===== src/rtl/tpu_cmd_sequencer.sv =====
// tpu_cmd_sequencer: Avalon-MM master that runs one complete TPU multiply job
// (RESET, FILL_FIFO, DRAIN_FIFO, MULTIPLY with done-bit polling), then reads
// the result rows back and streams them out over a valid/ready port.
// Optional build macro SEQ_TIMEOUT_EN bounds each polling phase to
// TIMEOUT_POLLS completed reads and flags a sticky error when it runs out.
module tpu_cmd_sequencer #(
    parameter int DATA_WIDTH    = 64,
    parameter int ADDR_WIDTH    = 10,
    parameter int TIMEOUT_POLLS = 1024
) (
    input  logic                    clk,
    input  logic                    reset,
    input  logic                    start,
    input  logic [7:0]              weight_base,
    input  logic [7:0]              input_base,
    input  logic [7:0]              output_base,
    input  logic [8:0]              num_rows,
    output logic                    busy,
    output logic                    done,
    output logic                    error,
    output logic [ADDR_WIDTH-1:0]   master_address,
    output logic                    master_read,
    output logic                    master_write,
    output logic [DATA_WIDTH-1:0]   master_writedata,
    output logic [DATA_WIDTH/8-1:0] master_byteenable,
    input  logic [DATA_WIDTH-1:0]   master_readdata,
    input  logic                    master_waitrequest,
    output logic                    out_valid,
    output logic [DATA_WIDTH-1:0]   out_data,
    output logic [7:0]              out_row,
    input  logic                    out_ready
);

    typedef enum logic [3:0] {
        S_IDLE,
        S_WR_RST,
        S_WR_FILL,
        S_POLL_FILL,
        S_WR_DRAIN,
        S_POLL_DRAIN,
        S_WR_MUL,
        S_POLL_MUL,
        S_POLL_GAP,
        S_RD_ROW,
        S_PUSH,
        S_DONE
    } state_t;

    // A zero poll budget would give up before the first status read.
    if (TIMEOUT_POLLS < 1) begin : g_badTimeoutPolls
        $error("TIMEOUT_POLLS must be at least 1");
    end

    state_t      r_state;
    state_t      w_next;
    logic [7:0]  r_weightBase;
    logic [7:0]  r_inputBase;
    logic [7:0]  r_outputBase;
    logic [8:0]  r_numRows;
    logic [7:0]  r_row;
    logic [1:0]  r_pollPhase;
    logic [DATA_WIDTH-1:0] r_outData;

    logic        w_xferOk;
    logic        w_isPoll;
    logic        w_pollRead;
    logic        w_pollBit;
    logic        w_timeout;
    logic        w_lastRow;
    logic        w_wrCmdDone;
    logic [7:0]  w_rowIdx;

    assign w_xferOk    = ~master_waitrequest;
    assign w_isPoll    = (r_state == S_POLL_FILL) || (r_state == S_POLL_DRAIN) ||
                         (r_state == S_POLL_MUL);
    assign w_pollRead  = w_isPoll & w_xferOk;
    assign w_wrCmdDone = w_xferOk & ((r_state == S_WR_FILL) || (r_state == S_WR_DRAIN) ||
                                     (r_state == S_WR_MUL));
    assign w_rowIdx    = r_outputBase + r_row;
    assign w_lastRow   = ({1'b0, r_row} == (r_numRows - 9'd1));

    assign out_data          = r_outData;
    assign out_row           = r_row;
    assign master_byteenable = '1;

    // Select the done bit that belongs to the phase currently being polled.
    always_comb begin
        w_pollBit = 1'b0;
        case (r_state)
            S_POLL_FILL:  w_pollBit = master_readdata[0];
            S_POLL_DRAIN: w_pollBit = master_readdata[1];
            S_POLL_MUL:   w_pollBit = master_readdata[2];
            default:      w_pollBit = 1'b0;
        endcase
    end

`ifdef SEQ_TIMEOUT_EN
    localparam int PCW = (TIMEOUT_POLLS > 1) ? $clog2(TIMEOUT_POLLS) : 1;

    logic [PCW-1:0] r_pollCnt;
    logic           r_error;

    assign w_timeout = (r_pollCnt == PCW'(TIMEOUT_POLLS - 1));
    assign error     = r_error;

    // Count completed status reads; restart the count as each poll phase begins.
    always_ff @(posedge clk or posedge reset) begin
        if (reset) begin
            r_pollCnt <= '0;
        end else if (w_wrCmdDone) begin
            r_pollCnt <= '0;
        end else if (w_pollRead && !w_pollBit) begin
            r_pollCnt <= r_pollCnt + 1'b1;
        end
    end

    // Sticky timeout flag, cleared only when a new job is accepted.
    always_ff @(posedge clk or posedge reset) begin
        if (reset) begin
            r_error <= 1'b0;
        end else if (r_state == S_IDLE && start) begin
            r_error <= 1'b0;
        end else if (w_pollRead && !w_pollBit && w_timeout) begin
            r_error <= 1'b1;
        end
    end
`else
    assign w_timeout = 1'b0;
    assign error     = 1'b0;
`endif

    // State register.
    always_ff @(posedge clk or posedge reset) begin
        if (reset) begin
            r_state <= S_IDLE;
        end else begin
            r_state <= w_next;
        end
    end

    // Walk the command sequence; every bus state waits out waitrequest.
    always_comb begin
        w_next = r_state;
        case (r_state)
            S_IDLE:     if (start) w_next = S_WR_RST;
            S_WR_RST:   if (w_xferOk) w_next = S_WR_FILL;
            S_WR_FILL:  if (w_xferOk) w_next = S_POLL_FILL;
            S_WR_DRAIN: if (w_xferOk) w_next = S_POLL_DRAIN;
            S_WR_MUL:   if (w_xferOk) w_next = S_POLL_MUL;
            S_POLL_FILL, S_POLL_DRAIN, S_POLL_MUL: begin
                if (w_xferOk) begin
                    if (w_pollBit) begin
                        if (r_state == S_POLL_FILL) begin
                            w_next = S_WR_DRAIN;
                        end else if (r_state == S_POLL_DRAIN) begin
                            w_next = S_WR_MUL;
                        end else if (r_numRows == 9'd0) begin
                            w_next = S_DONE;
                        end else begin
                            w_next = S_RD_ROW;
                        end
                    end else if (w_timeout) begin
                        w_next = S_DONE;
                    end else begin
                        w_next = S_POLL_GAP;
                    end
                end
            end
            S_POLL_GAP: begin
                case (r_pollPhase)
                    2'd0:    w_next = S_POLL_FILL;
                    2'd1:    w_next = S_POLL_DRAIN;
                    default: w_next = S_POLL_MUL;
                endcase
            end
            S_RD_ROW:   if (w_xferOk) w_next = S_PUSH;
            S_PUSH:     if (out_ready) w_next = w_lastRow ? S_DONE : S_RD_ROW;
            S_DONE:     w_next = S_IDLE;
            default:    w_next = S_IDLE;
        endcase
    end

    // Bus and status outputs decoded from the current state only, so they are
    // stable for the whole of a stalled transfer.
    always_comb begin
        busy             = (r_state != S_IDLE);
        done             = (r_state == S_DONE);
        out_valid        = (r_state == S_PUSH);
        master_read      = 1'b0;
        master_write     = 1'b0;
        master_address   = '0;
        master_writedata = '0;
        case (r_state)
            S_WR_RST: begin
                master_write          = 1'b1;
                master_writedata[3:0] = 4'hF;
            end
            S_WR_FILL: begin
                master_write           = 1'b1;
                master_writedata[11:0] = {r_weightBase, 4'h1};
            end
            S_WR_DRAIN: begin
                master_write          = 1'b1;
                master_writedata[3:0] = 4'h2;
            end
            S_WR_MUL: begin
                master_write           = 1'b1;
                master_writedata[19:0] = {r_outputBase, r_inputBase, 4'h3};
            end
            S_POLL_FILL, S_POLL_DRAIN, S_POLL_MUL: begin
                master_read = 1'b1;
            end
            S_RD_ROW: begin
                master_read                          = 1'b1;
                master_address[ADDR_WIDTH-1 -: 2]    = 2'b11;
                master_address[7:0]                  = w_rowIdx;
            end
            default: begin
                master_read = 1'b0;
            end
        endcase
    end

    // Job parameters, poll phase tracking, row counter and captured row data.
    always_ff @(posedge clk or posedge reset) begin
        if (reset) begin
            r_weightBase <= '0;
            r_inputBase  <= '0;
            r_outputBase <= '0;
            r_numRows    <= '0;
            r_row        <= '0;
            r_pollPhase  <= '0;
            r_outData    <= '0;
        end else begin
            case (r_state)
                S_IDLE: begin
                    if (start) begin
                        r_weightBase <= weight_base;
                        r_inputBase  <= input_base;
                        r_outputBase <= output_base;
                        r_numRows    <= num_rows;
                        r_row        <= '0;
                    end
                end
                S_WR_FILL:  if (w_xferOk) r_pollPhase <= 2'd0;
                S_WR_DRAIN: if (w_xferOk) r_pollPhase <= 2'd1;
                S_WR_MUL:   if (w_xferOk) r_pollPhase <= 2'd2;
                S_RD_ROW:   if (w_xferOk) r_outData <= master_readdata;
                S_PUSH:     if (out_ready) r_row <= r_row + 8'd1;
                default: begin
                    r_row <= r_row;
                end
            endcase
        end
    end

endmodule


===== config.mk =====
export PLATFORM = sky130hd
export DESIGN_NAME = tpu_cmd_sequencer
export DESIGN_NICKNAME = d
export VERILOG_FILES = /design/src/rtl/tpu_cmd_sequencer.sv
export SDC_FILE = /design/constraint.sdc
export NUM_CORES = 1
export LEC_CHECK = 0
export CORE_MARGIN = 3
export CORE_UTILIZATION = 45
export DETAILED_ROUTE_END_ITERATION = 10
export PLACE_DENSITY = 0.95
export SLEW_MARGIN = 20
export SYNTH_ARGS = -nofsm -noshare
export SYNTH_HDL_FRONTEND = slang
export SYNTH_SLANG_ARGS = --single-unit

===== constraint.sdc =====
create_clock -name clk -period 7.9 [get_ports clk]
set_input_delay 0.79 -clock clk [delete_from_list [all_inputs] [get_ports clk]]
set_output_delay 0.79 -clock clk [all_outputs]
set_load 0.01 [all_outputs]

# Word level (Yosys, flattened, before mapping)
# Cells that the tools add are included.
# Widths: inputs -> output; s select.
# op_classes
add_sub_neg,3
n_eq_ne,21
mux,29
bitwise,1
n_reduce_logical,14
# op_table
op,count
$mux 4,11
$pmux 4 s9,1
$pmux 8 s2,2
$mux 8,3
$eq 4x3->1 const B,4
$eq 4x4->1 const B,4
$pmux 4 s4,1
$ne 2x2->1 const B,7
$mux 10,1
$mux 2,5
$eq 8x9->1,1
$logic_not 9->1,1
$sub 9x1->9 const B,1
$add 8x1->8 const B,1
$add 8x8->8,1
$eq 4x2->1 const B,2
$reduce_and 8->1,1
$reduce_or 4->1,2
$pmux 2 s3,1
$pmux 3 s2,1
$eq 4x1->1 const B,1
$logic_not 4->1,1
$reduce_and 2->1,2
$reduce_and 4->1,1
other kinds (11),12
# word_totals
ff_bits,111
in_bits,102
output_inout_bits,160
elab_cells,76

# Depth between registers and ports, before layout
# Gate-level depths: netlist of run 1.
# logic_depth
ltp_word,7
ltp_mapped,7
depth_no_buf,7

# Least setup slack after synthesis of run 1
# No wires, ideal clock.
# synth_timing
path_type,register to output
start,register r_row[0] (netlist: out_row[0])
end,output port master_address[6]
arrival_time_ns,1.991
required_time_ns,7.110
slack_ns,5.119
path_stages_with_launch,8
path_buffers,0
path_cell_list,dfrtp_1 -> ha_1 -> fa_1 -> a21o_1 -> a21oi_1 -> o21bai_1 -> a21oi_1 -> mux2i_1
# synth_via
elab_chain_cells,2
# synth_lines
item,line,source
from (decl),60,logic [7:0] r_row;
from (signal assigned),249,S_PUSH: if (out_ready) r_row <= r_row + 8'd1;
from (signal assigned),251,r_row <= r_row;
$add 8x8->8,79,assign w_rowIdx = r_outputBase + r_row;
$mux 10,193,case (r_state)
to (decl),21,"output logic [ADDR_WIDTH-1:0] master_address,"
# No other way between the ends.

# Final worst setup path of run 1
# layout_timing
start,register r_state[1]
end,output port master_writedata[11]
# layout_via
elab_chain_cells,2
elab_cells_between_ends,3
cone_classes,eq/ne: 2; mux: 1
# layout_lines
item,line,source
from (decl),54,state_t r_state;
from (signal assigned),137,r_state <= w_next;
$eq 4x3->1 / $eq 4x2->1 (equally long branches),193,
$pmux 8 s2 *,193,
to (decl),24,"output logic [DATA_WIDTH-1:0] master_writedata,"
# Mark *: on every way between the ends. The rest lies on a longest branch, timed or not.

==> run summary, run 1 <==
die width: 119 µm
buffer count from post-CTS setup fixing: 0
Final Routed Wirelength: 15,700 µm
cell count after synthesis: 490
FF+latch count, synth: 111
number of antenna-violating nets in the routed design: 0
overall global routing resource usage: 22.4%
post-DP HPWL: 11,900 µm
final clock skew: 0.00682 ns
worst setup margin: 4.09 ns
clock slew seen by the registers of the worst setup and hold paths: 0.07 ns
class of the worst hold path: reg -> reg
Setup Viol. Count Final: 0
vias per cell: 5.13
Rel. slew slack: 37.5%
RSZ-0062 raised after global routing: false
number of buffers created by CTS: 9
Storage cell area: 2780 µm²
final routed wire length divided by cell count: 18.3 µm
post-synthesis to final-layout area growth: 39.8%
run status: completed
total congestion overflow: 0
power consumption: 2.87 mW
number of detailed-route iterations in the first pass: 4
area of the mapped netlist: 5750 µm²
PostCTS Resize Cnt: 0
worst path arrival time: 3.02 ns
Worst Path Class, Setup: reg -> out
Chip Height: 119 µm
leakage power: 3.41 nW
boundary pin count: 262
hold violation total from the final report: 0
cell at the root of the clock tree: sky130_fd_sc_hd__clkbuf_16
Fmax: 0.262 GHz
insertion delay to the later sink of the worst-skew pair: 0.35 ns
violation count after the first detailed-route iteration: 213
pin count of the biggest net entering global routing: 74
initial core utilization: 46.9%
placeable core region: 12,300 µm²
PD cells: 357 nW/µm²
number of max-cap violations: 0
data required time at the worst endpoint: 7.11 ns
count of input and output buffers: 208
area of combinational cells with multiple inputs: 2590 µm²
CTS tree: yes
sinks on the clock net: 111
average cell area after synthesis: 11.7 µm²
Placer Congestion: 0.837
number of antenna repair diodes: 0
Via Count: 4,405
final critical-path share of the clock period: 48.2%
sort of element at the end of the critical path: primary output
number of slew-limit violations in the final report: 0
final sum of negative setup slack: 0 ns
asr flop ratio synth: 100%
die outline area: 14,200 µm²
number of distinct library cells after synthesis: 58
number of nets at the end of the flow: 797
# hold bufs at CTS: 0
sequential fraction of the synthesis area: 48.3%
final critical-path required period: 3.81 ns
number of global-route vias before repair: 4,730
wire length of the first global-routing pass: 25,200 µm
antenna violations before repair: 0
filler cell count in the final layout: 868
Placement Rows: 40
largest driver fanout on the critical path: 24
highest ir drop seen on vdd: 253 µV
DRC violation count after routing: 0
Yosys Warn Count: 0
level count of the clock H-tree: 3
post-route core utilization: 65.6%
maximum number of buffers from clock root to sink: 2
slew at the pin with the worst max-slew slack: 0.937 ns
Post-synth top flop: sky130_fd_sc_hd__dfrtp_1
post-place setup slack: 4.24 ns
crit start category: register
share of cells above drive strength 1: 17.0%
number of enable-type register cells in the synthesized netlist: 0
## Yosys cell counts, drive strengths merged, types with 2 or more instances
cell type    n  area share, %
nor4         6           0.65
and3         3           0.35
o311ai       2           0.43
or3          4           0.43
a221oi       2           0.30
nand4        2           0.22
a21oi       18            1.6
xor2         7            1.1
nor3         7           0.61
nand2b       9           0.98
inv         12           0.78
dfrtp      111             48
o21a         2           0.26
nand3        7           0.61
buf         70            8.9
o21ai       16            1.4
nor2b        4           0.43
and2        12            1.3
nand3b       2           0.26
or2          3           0.33
mux2        94             18
mux2i        3           0.52
conb         2           0.13
nor2        15            1.1
o21bai       3           0.39
nor3b        3           0.48
clkbuf       8           0.52
nand2       15           0.98
ha           9            2.0
a21o         3           0.39
xnor2       10            1.5
or3b         3           0.46
a22o         8            1.2
o22ai        2           0.22
## area by class of cell
cell class,instances,share of cell area (%)
Multi-Input combinational cell,340,32.2
Clock inverter,4,0.731
Sequential cell,111,34.5
Clock buffer,12,3.19
Timing Repair Buffer,211,26.2
Inverter,12,0.591
Tap cell,168,2.61
## layout by cell type, fill, tap and decap left out, types with 6 or more instances in the layout
master                            netlist  final
sky130_fd_sc_hd__mux2_2                87     87
sky130_fd_sc_hd__xnor2_1               10     10
sky130_fd_sc_hd__a21oi_1               18     18
sky130_fd_sc_hd__a22o_1                 8      8
sky130_fd_sc_hd__nor2_1                14     14
sky130_fd_sc_hd__ha_1                   9      9
sky130_fd_sc_hd__clkdlybuf4s50_1        0    208
sky130_fd_sc_hd__nand3_1                7      7
sky130_fd_sc_hd__mux2_1                 7      7
sky130_fd_sc_hd__nand2b_1               9      9
sky130_fd_sc_hd__nor3_1                 7      7
sky130_fd_sc_hd__dfrtp_1              111    111
sky130_fd_sc_hd__o21ai_0               15     15
sky130_fd_sc_hd__nand2_1               15     15
sky130_fd_sc_hd__and2_1                12     11
sky130_fd_sc_hd__inv_1                 12     11
sky130_fd_sc_hd__conb_1                 2     53
sky130_fd_sc_hd__xor2_1                 7      7
sky130_fd_sc_hd__clkbuf_16              0      9
sky130_fd_sc_hd__nor4_1                 6      6
## worst max-delay path, stage by stage, from the launching register on
cell and delay [ns]:
sky130_fd_sc_hd__dfrtp_1 0.76, sky130_fd_sc_hd__nand2b_1 0.33, sky130_fd_sc_hd__nor3b_4 0.77, sky130_fd_sc_hd__a22o_1 0.25, sky130_fd_sc_hd__clkdlybuf4s50_1 0.56
## metal layers
layer | GRT usage [%] | part of all wire, % | vias to the layer above
met3 | 9.12 | 10 | 24
li1 | - | - | 1991
met1 | 25.1 | 37 | 2160
met5 | 0 | 0 | -
met2 | 39.0 | 51 | 230
met4 | 6.44 | 2.1 | 0
## final timing paths
check | cells after the start | slack [ns] | start | endpoint
setup reg to reg | 5 | 5.02 | r_state[3]$_DFFE_PP0P_ | out_data[42]$_DFFE_PP0P_
hold / removal | 1 | 0.49 | out_data[22]$_DFFE_PP0P_ | out_data[22]$_DFFE_PP0P_
min in group asynchronous | 2 | 0.81 | reset | out_data[54]$_DFFE_PP0P_
setup / recovery | 4 | 4.09 | r_state[1]$_DFFE_PP0P_ | master_writedata[11]
max in group asynchronous | 3 | 5.79 | reset | out_data[46]$_DFFE_PP0P_
hold reg to reg | 1 | 0.49 | out_data[22]$_DFFE_PP0P_ | out_data[22]$_DFFE_PP0P_
## where the power goes
group,switching (mW),internal [mW],leakage [nW]
Combinational,0.536,0.774,1.89
Clock,0.212,0.268,0.156
Sequential,0.245,0.839,1.37
Total,0.993,1.88,3.41
## state kept, by name (all words and copies together) (netlist names)
name,cells
r_weightBase,8
r_outputBase,8
r_state,4
r_numRows,9
out_row,8
r_inputBase,8
r_pollPhase,2
out_data,64
## per-stage QoR
step                      hold WS, ns  cells  area, µm²
final                           0.492    858       8040
after global routing            0.516    858       8040
after CTS                       0.496    858       8040
after detailed placement        0.478    842       7720
after global placement          0.464    842       7720
after floorplan                 0.445    541       5950
## logic make-up after synthesis
family,count (synthesis),synth area share (%)
AO/OA/AOI/OAI,64,7.68
XOR/XNOR,17,2.59
buffers and inverters,90,10.2
AND/OR/NAND/NOR,99,9.89
flip-flops,111,48.3
multiplexers,97,18.9
other,2,0.131
adder cells (fa/ha/maj),10,2.30
(Power assumes the default switching activity.)
==> inputs of run 2 (changes only) <==
CORE_UTILIZATION = 38   (was 45)
PLACE_DENSITY = 0.86   (was 0.95)
clock period = 3.23 ns   (was 7.9 ns; I/O delays follow)
==> run summary, run 2 (synthesized netlist as in run 1, its figures left out) <==
total congestion overflow: 0
pin count of the biggest net entering global routing: 64
number of slew-limit violations in the final report: 0
number of nets at the end of the flow: 805
final critical-path required period: 3.01 ns
buffer count from post-CTS setup fixing: 0
wire length of the first global-routing pass: 23,100 µm
largest driver fanout on the critical path: 7
share of cells above drive strength 1: 18.2%
overall global routing resource usage: 17.7%
# hold bufs at CTS: 0
flip-flop count of the largest register after layout: 64
final critical-path share of the clock period: 93.1%
data required time at the worst endpoint: 2.91 ns
class of the worst hold path: in -> async
PostCTS Resize Cnt: 3
antenna violations before repair: 1
Placer Congestion: 0.836
slew at the pin with the worst max-slew slack: 0.610 ns
register-to-register setup slack: 0.91 ns
worst path arrival time: 2.68 ns
CP Capture Point: master_address[5]
sinks on the clock net: 111
PD cells: 847 nW/µm²
leakage power: 3.43 nW
logic depth of the worst register-to-register path: 5
run status: completed
RR Startpoint: r_state[1]$_DFFE_PP0P_
cell at the root of the clock tree: sky130_fd_sc_hd__clkbuf_16
sort of element at the end of the critical path: primary output
level count of the clock H-tree: 3
violation count after the first detailed-route iteration: 144
insertion delay to the later sink of the worst-skew pair: 0.36 ns
Worst Path Class, Setup: reg -> out
Placement Rows: 44
power consumption: 6.87 mW
die outline area: 16,700 µm²
Final Routed Wirelength: 14,400 µm
maximum number of buffers from clock root to sink: 2
post-route core utilization: 55.2%
count of input and output buffers: 208
beginning of the critical path: out_row[1]$_DFFE_PP0P_
number of antenna-violating nets in the routed design: 0
crit start category: register
hold violation total from the final report: 0
post-synthesis to final-layout area growth: 41.0%
worst setup margin: 0.223 ns
final sum of negative setup slack: 0 ns
boundary pin count: 262
Setup Viol. Count Final: 0
RSZ-0062 raised after global routing: false
placeable core region: 14,700 µm²
final routed wire length divided by cell count: 16.3 µm
Chip Height: 129 µm
Critical R2R Capture: r_weightBase[7]$_DFFE_PP0P_
DRC violation count after routing: 0
number of global-route vias before repair: 4,502
post-DP HPWL: 10,900 µm
Via Count: 4,277
CTS tree: yes
Fmax: 0.333 GHz
post-place setup slack: 0.324 ns
highest ir drop seen on vdd: 551 µV
number of max-cap violations: 0
leading cell type in the layout, fill and taps excluded: sky130_fd_sc_hd__clkdlybuf4s50_1
final clock skew: 0.0105 ns
number of buffers created by CTS: 9
initial core utilization: 39.1%
vias per cell: 4.85
filler cell count in the final layout: 1,243
Rel. slew slack: 59.2%
commonest cells after routing, fill and taps aside: sky130_fd_sc_hd__clkdlybuf4s50_1 (207), sky130_fd_sc_hd__dfrtp_1 (110), sky130_fd_sc_hd__mux2_2 (87)
die width: 129 µm
number of detailed-route iterations in the first pass: 4
clock slew seen by the registers of the worst setup and hold paths: 0.08 ns
## run 2: changes by cell type in the layout (fill, tap and decap cells not counted), moves of 2 or more
| cell | change |
|---|---|
| sky130_fd_sc_hd__clkbuf_8 | -2 |
| sky130_fd_sc_hd__buf_12 | +2 |
| sky130_fd_sc_hd__buf_4 | +6 |
| sky130_fd_sc_hd__clkinvlp_4 | +3 |
## run 2: worst min-delay path by stage
stage                                      end  slack, ns  cells past startpoint
floorplan             r_numRows[0]$_DFFE_PP0P_       0.44                      2
global placement    r_pollPhase[1]$_DFFE_PP0P_       0.47                      2
detailed placement    out_data[49]$_DFFE_PP0P_       0.47                      1
CTS                   out_data[34]$_DFFE_PP0P_       0.38                      2
global route        r_inputBase[2]$_DFFE_PP0P_       0.41                      2
finish                out_data[33]$_DFFE_PP0P_       0.38                      2
## run 2: final cells by class
cell class	count	area [µm²]	area share (%)
flip-flops and latches	111	2780	34.3
repair buffers	219	2190	27.0
clock inverters	6	52.6	0.648
well taps	184	230	2.84
multi-input cells	340	2580	31.9
clock buffers	9	225	2.78
inverters	12	48.8	0.602
diodes	1	2.50	0.0308
## run 2: metal layers
layer | global-route usage (%) | vias to the layer above | share of wire [%] | wire length [µm]
met5 | 0 | - | 0.090 | 13
met4 | 6.73 | 2 | 1.8 | 259
met3 | 7.34 | 22 | 9.9 | 1420
met2 | 28.7 | 185 | 49 | 7030
met1 | 21.2 | 2054 | 39 | 5670
li1 | - | 2014 | - | -
## run 2: report_power, final
group	total (mW)	switching, mW	internal, mW
combinational	3.27	1.34	1.93
sequential	2.53	0.476	2.06
clock	1.07	0.533	0.533
## run 2: worst max-delay path, stage by stage, from the launching register on
cell and delay, ns:
sky130_fd_sc_hd__dfrtp_1 0.48, sky130_fd_sc_hd__ha_1 0.33, sky130_fd_sc_hd__a21o_1 0.15, sky130_fd_sc_hd__a21oi_1 0.27, sky130_fd_sc_hd__o21bai_1 0.10, sky130_fd_sc_hd__a21oi_1 0.17, sky130_fd_sc_hd__mux2i_1 0.26, sky130_fd_sc_hd__clkdlybuf4s50_1 0.57
## run 2: metrics by stage
| step | instances | instance area, µm² | hold slack (ns) |
|---|---|---|---|
| 2_1_floorplan | 541 | 5950 | 0.440 |
| 3_3_place_gp | 866 | 7830 | 0.467 |
| 3_5_place_dp | 866 | 7830 | 0.474 |
| 4_1_cts | 881 | 8110 | 0.382 |
| 5_1_grt | 881 | 8110 | 0.412 |
| 6_report | 882 | 8110 | 0.379 |
==> edit, RTL diff (settings of run 2) <==
Change the parameter `ADDR_WIDTH` from 10 to 8.
--- a/src/rtl/tpu_cmd_sequencer.sv
+++ b/src/rtl/tpu_cmd_sequencer.sv
@@ -7,3 +7,3 @@
     parameter int DATA_WIDTH    = 64,
-    parameter int ADDR_WIDTH    = 10,
+    parameter int ADDR_WIDTH    = 8,
     parameter int TIMEOUT_POLLS = 1024
Interface: changed (resized master_address); port bits go from 262 to 260. The function was not compared with the original's and may differ.
==> edit against run 2 <==
  * Synthesized area fell by 0.46%
  * Routed wire length rose by 3.9%
  * Sequential share of layout area rose by 0.069 points
  * Setup slack improved by 0.035 ns
  * Cell count fell by 1.1%
  * Sequential cell count did not move
  * Power rose by 0.81%
  * Global-route usage rose by 0.17 points
  * Largest power group unchanged
  * Final area fell by 0.20%
  * Non-clock buffer count fell by 4
==> edit: results (changes against run 2) <==
{| class="wikitable"
! Metric !! Value
|-
| Result of the run || finished clean
|-
| Layout fillers || 1249 (+0.48%)
|-
| Final setup violating endpoints || 0 (unchanged)
|-
| Share of cells above drive strength 1 || 18.60% (+0.38 points)
|-
| IO Port Bufs || 206 (-0.96%)
|-
| Diodes inserted || 0 (-1)
|-
| Worst stage delay on the critical path || 0.46 ns (-0.11 ns)
|-
| Synth top area cells || sky130_fd_sc_hd__dfrtp_1 (48%), sky130_fd_sc_hd__mux2_2 (17%), sky130_fd_sc_hd__buf_4 (8.4%)
|-
| Max FO, Critical Path || 6 (-1)
|-
| Dominant register cell in the synthesized netlist || sky130_fd_sc_hd__dfrtp_1
|-
| Detailed Place HPWL || 11.24 mm (+2.8%)
|-
| Critical Path Slowest Stage Cell || sky130_fd_sc_hd__dfrtp_2
|-
| Max reg flops || 64 (unchanged)
|-
| H-tree level count || 3 (unchanged)
|-
| Leakage Power || 3.436 nW (about the same)
|-
| Largest net degree at the start of global routing || 112 (+75%)
|-
| Post-DR vias/cell || 4.876 (+0.56%)
|-
| Global-route usage over all layers || 17.89% (+0.17 points)
|-
| Maximum clock insertion buffer count || 2 (unchanged)
|-
| Type of the worst min-delay path || in -> async
|-
| Clock-pin slew reported for the worst setup and hold paths after clock tree synthesis || 0.08 ns (about the same)
|-
| Antenna violations before repair || 0 (-1)
|-
| TritonCTS buffer count || 9 (unchanged)
|-
| Gp weighted congestion || 0.8450 (+1.1%)
|-
| Transition time at the pin with the least slew margin || 0.5980 ns (-0.01236 ns)
|-
| Clock Root Buffer || sky130_fd_sc_hd__clkbuf_16
|-
| Iteration-0 DRC count of the detailed router || 191 (+33%)
|-
| Wire length of the first global-routing pass || 23.29 mm (+0.63%)
|-
| Synth top cells by count || sky130_fd_sc_hd__dfrtp_1 (111), sky130_fd_sc_hd__mux2_2 (89), sky130_fd_sc_hd__buf_4 (64)
|-
| Max VDD drop || 0.0005945 V (+7.9%)
|-
| Sequential fraction of the synthesis area || 48.49% (+0.22 points)
|-
| Final-stage net count || 795 (-1.2%)
|-
| Final worst clock skew || 0.007218 ns (-0.003308 ns)
|-
| Insertion delay of the later-clocked pin in the worst-skew pair || 0.35 ns
|-
| Detailed-routing iteration count for the pre-antenna-repair pass || 4 (unchanged)
|-
| Number of global-route vias before repair || 4434 (-1.5%)
|-
| Syn. warnings || 0 (unchanged)
|-
| Number of distinct library cells after synthesis || 55 (-5.2%)
|-
| Drt total wl || 14.97 mm (+3.9%)
|}
edit: changes by cell type in the layout (fill, tap and decap cells not counted), sizes merged, moves of 4 or more:
cell | before | now
nand2 | 15 | 20
nand4 | 2 | 7
nor2 | 15 | 21
o21ai | 16 | 9
xor2 | 7 | 11
edit: cells by family (layout without fill, tap and decap cells):
family,after synthesis,count (layout),synth area share (%)
DFF,111,111,48.49
and+or+nand+nor,97,97,9.546
buffers and inverters,88,242,10.07
muxes,98,98,19.20
other,2,53,0.1311
adders and majority gates,10,10,2.315
AOI/OAI and AO/OA,54,54,6.728
xor gates and xnor gates,23,23,3.517
edit: repair_timing:
item / in CTS / in global routing
endpoints found under the setup margin: 1 / 0
buffers inserted: 0 / 0
resized for setup: 2 / 0
edit: worst max-delay path: cells and delay by family, from the launching register on:
kind,cells,cell delay [ns]
flip-flops,1,0.46
AO/OA/AOI/OAI,4,0.67
multiplexers,1,0.24
buffers and inverters,1,0.29
adder cells (fa/ha/maj),2,0.65
edit: path summary, 6_finish.rpt:
kind	from	end	slack [ns]	cells after the start
worst max-delay path	out_row[0]$_DFFE_PP0P_	master_address[6]	0.26	8
worst min-delay path	reset	r_inputBase[1]$_DFFE_PP0P_	0.47	3
worst max register to register	r_state[3]$_DFFE_PP0P_	r_outputBase[6]$_DFFE_PP0P_	0.92	5
worst min register to register	r_inputBase[6]$_DFFE_PP0P_	r_inputBase[6]$_DFFE_PP0P_	0.50	1
max in group asynchronous	reset	out_row[0]$_DFFE_PP0P_	2.29	3
min in group clk	r_inputBase[6]$_DFFE_PP0P_	r_inputBase[6]$_DFFE_PP0P_	0.50	1
edit: final cells by class:
class                   count  area share [%]
well taps                 184           2.844
repair buffers            215           26.75
inverters                  11          0.5564
flip-flops and latches    111           34.33
multi-input cells         335           31.70
clock buffers              10           2.952
clock inverters             6          0.8655
edit: power breakdown:
group	leakage [nW]	switching (mW)	total, mW	internal [mW]
Clock	0.153	0.573	1.15	0.576
Combinational	1.92	1.33	3.23	1.90
Sequential	1.36	0.516	2.55	2.03
Total	3.44	2.42	6.92	4.51
edit: per-stage QoR:
step / worst slack [ns] / std cells / hold slack (ns) / total power, mW / area (µm²)
finish: 0.2574 / 872 / 0.4709 / 6.925 / 8095
global route: 0.08097 / 872 / 0.5194 / 7.378 / 8095
CTS: 0.2383 / 872 / 0.5052 / 7.010 / 8095
detailed placement: 0.3397 / 856 / 0.4876 / 5.821 / 7786
global placement: 0.3548 / 856 / 0.4680 / 5.694 / 7786
floorplan: 0.9115 / 534 / 0.4398 / 4.242 / 5923
edit: per-layer routing:
metal / global-route usage [%] / share of wire [%] / up-vias
met5: 0 / 0 / -
met3: 8.634 / 9.9 / 10
li1: - / - / 1962
met1: 20.13 / 38 / 2097
met2: 30.95 / 52 / 183
met4: 3.768 / 0.89 / 0
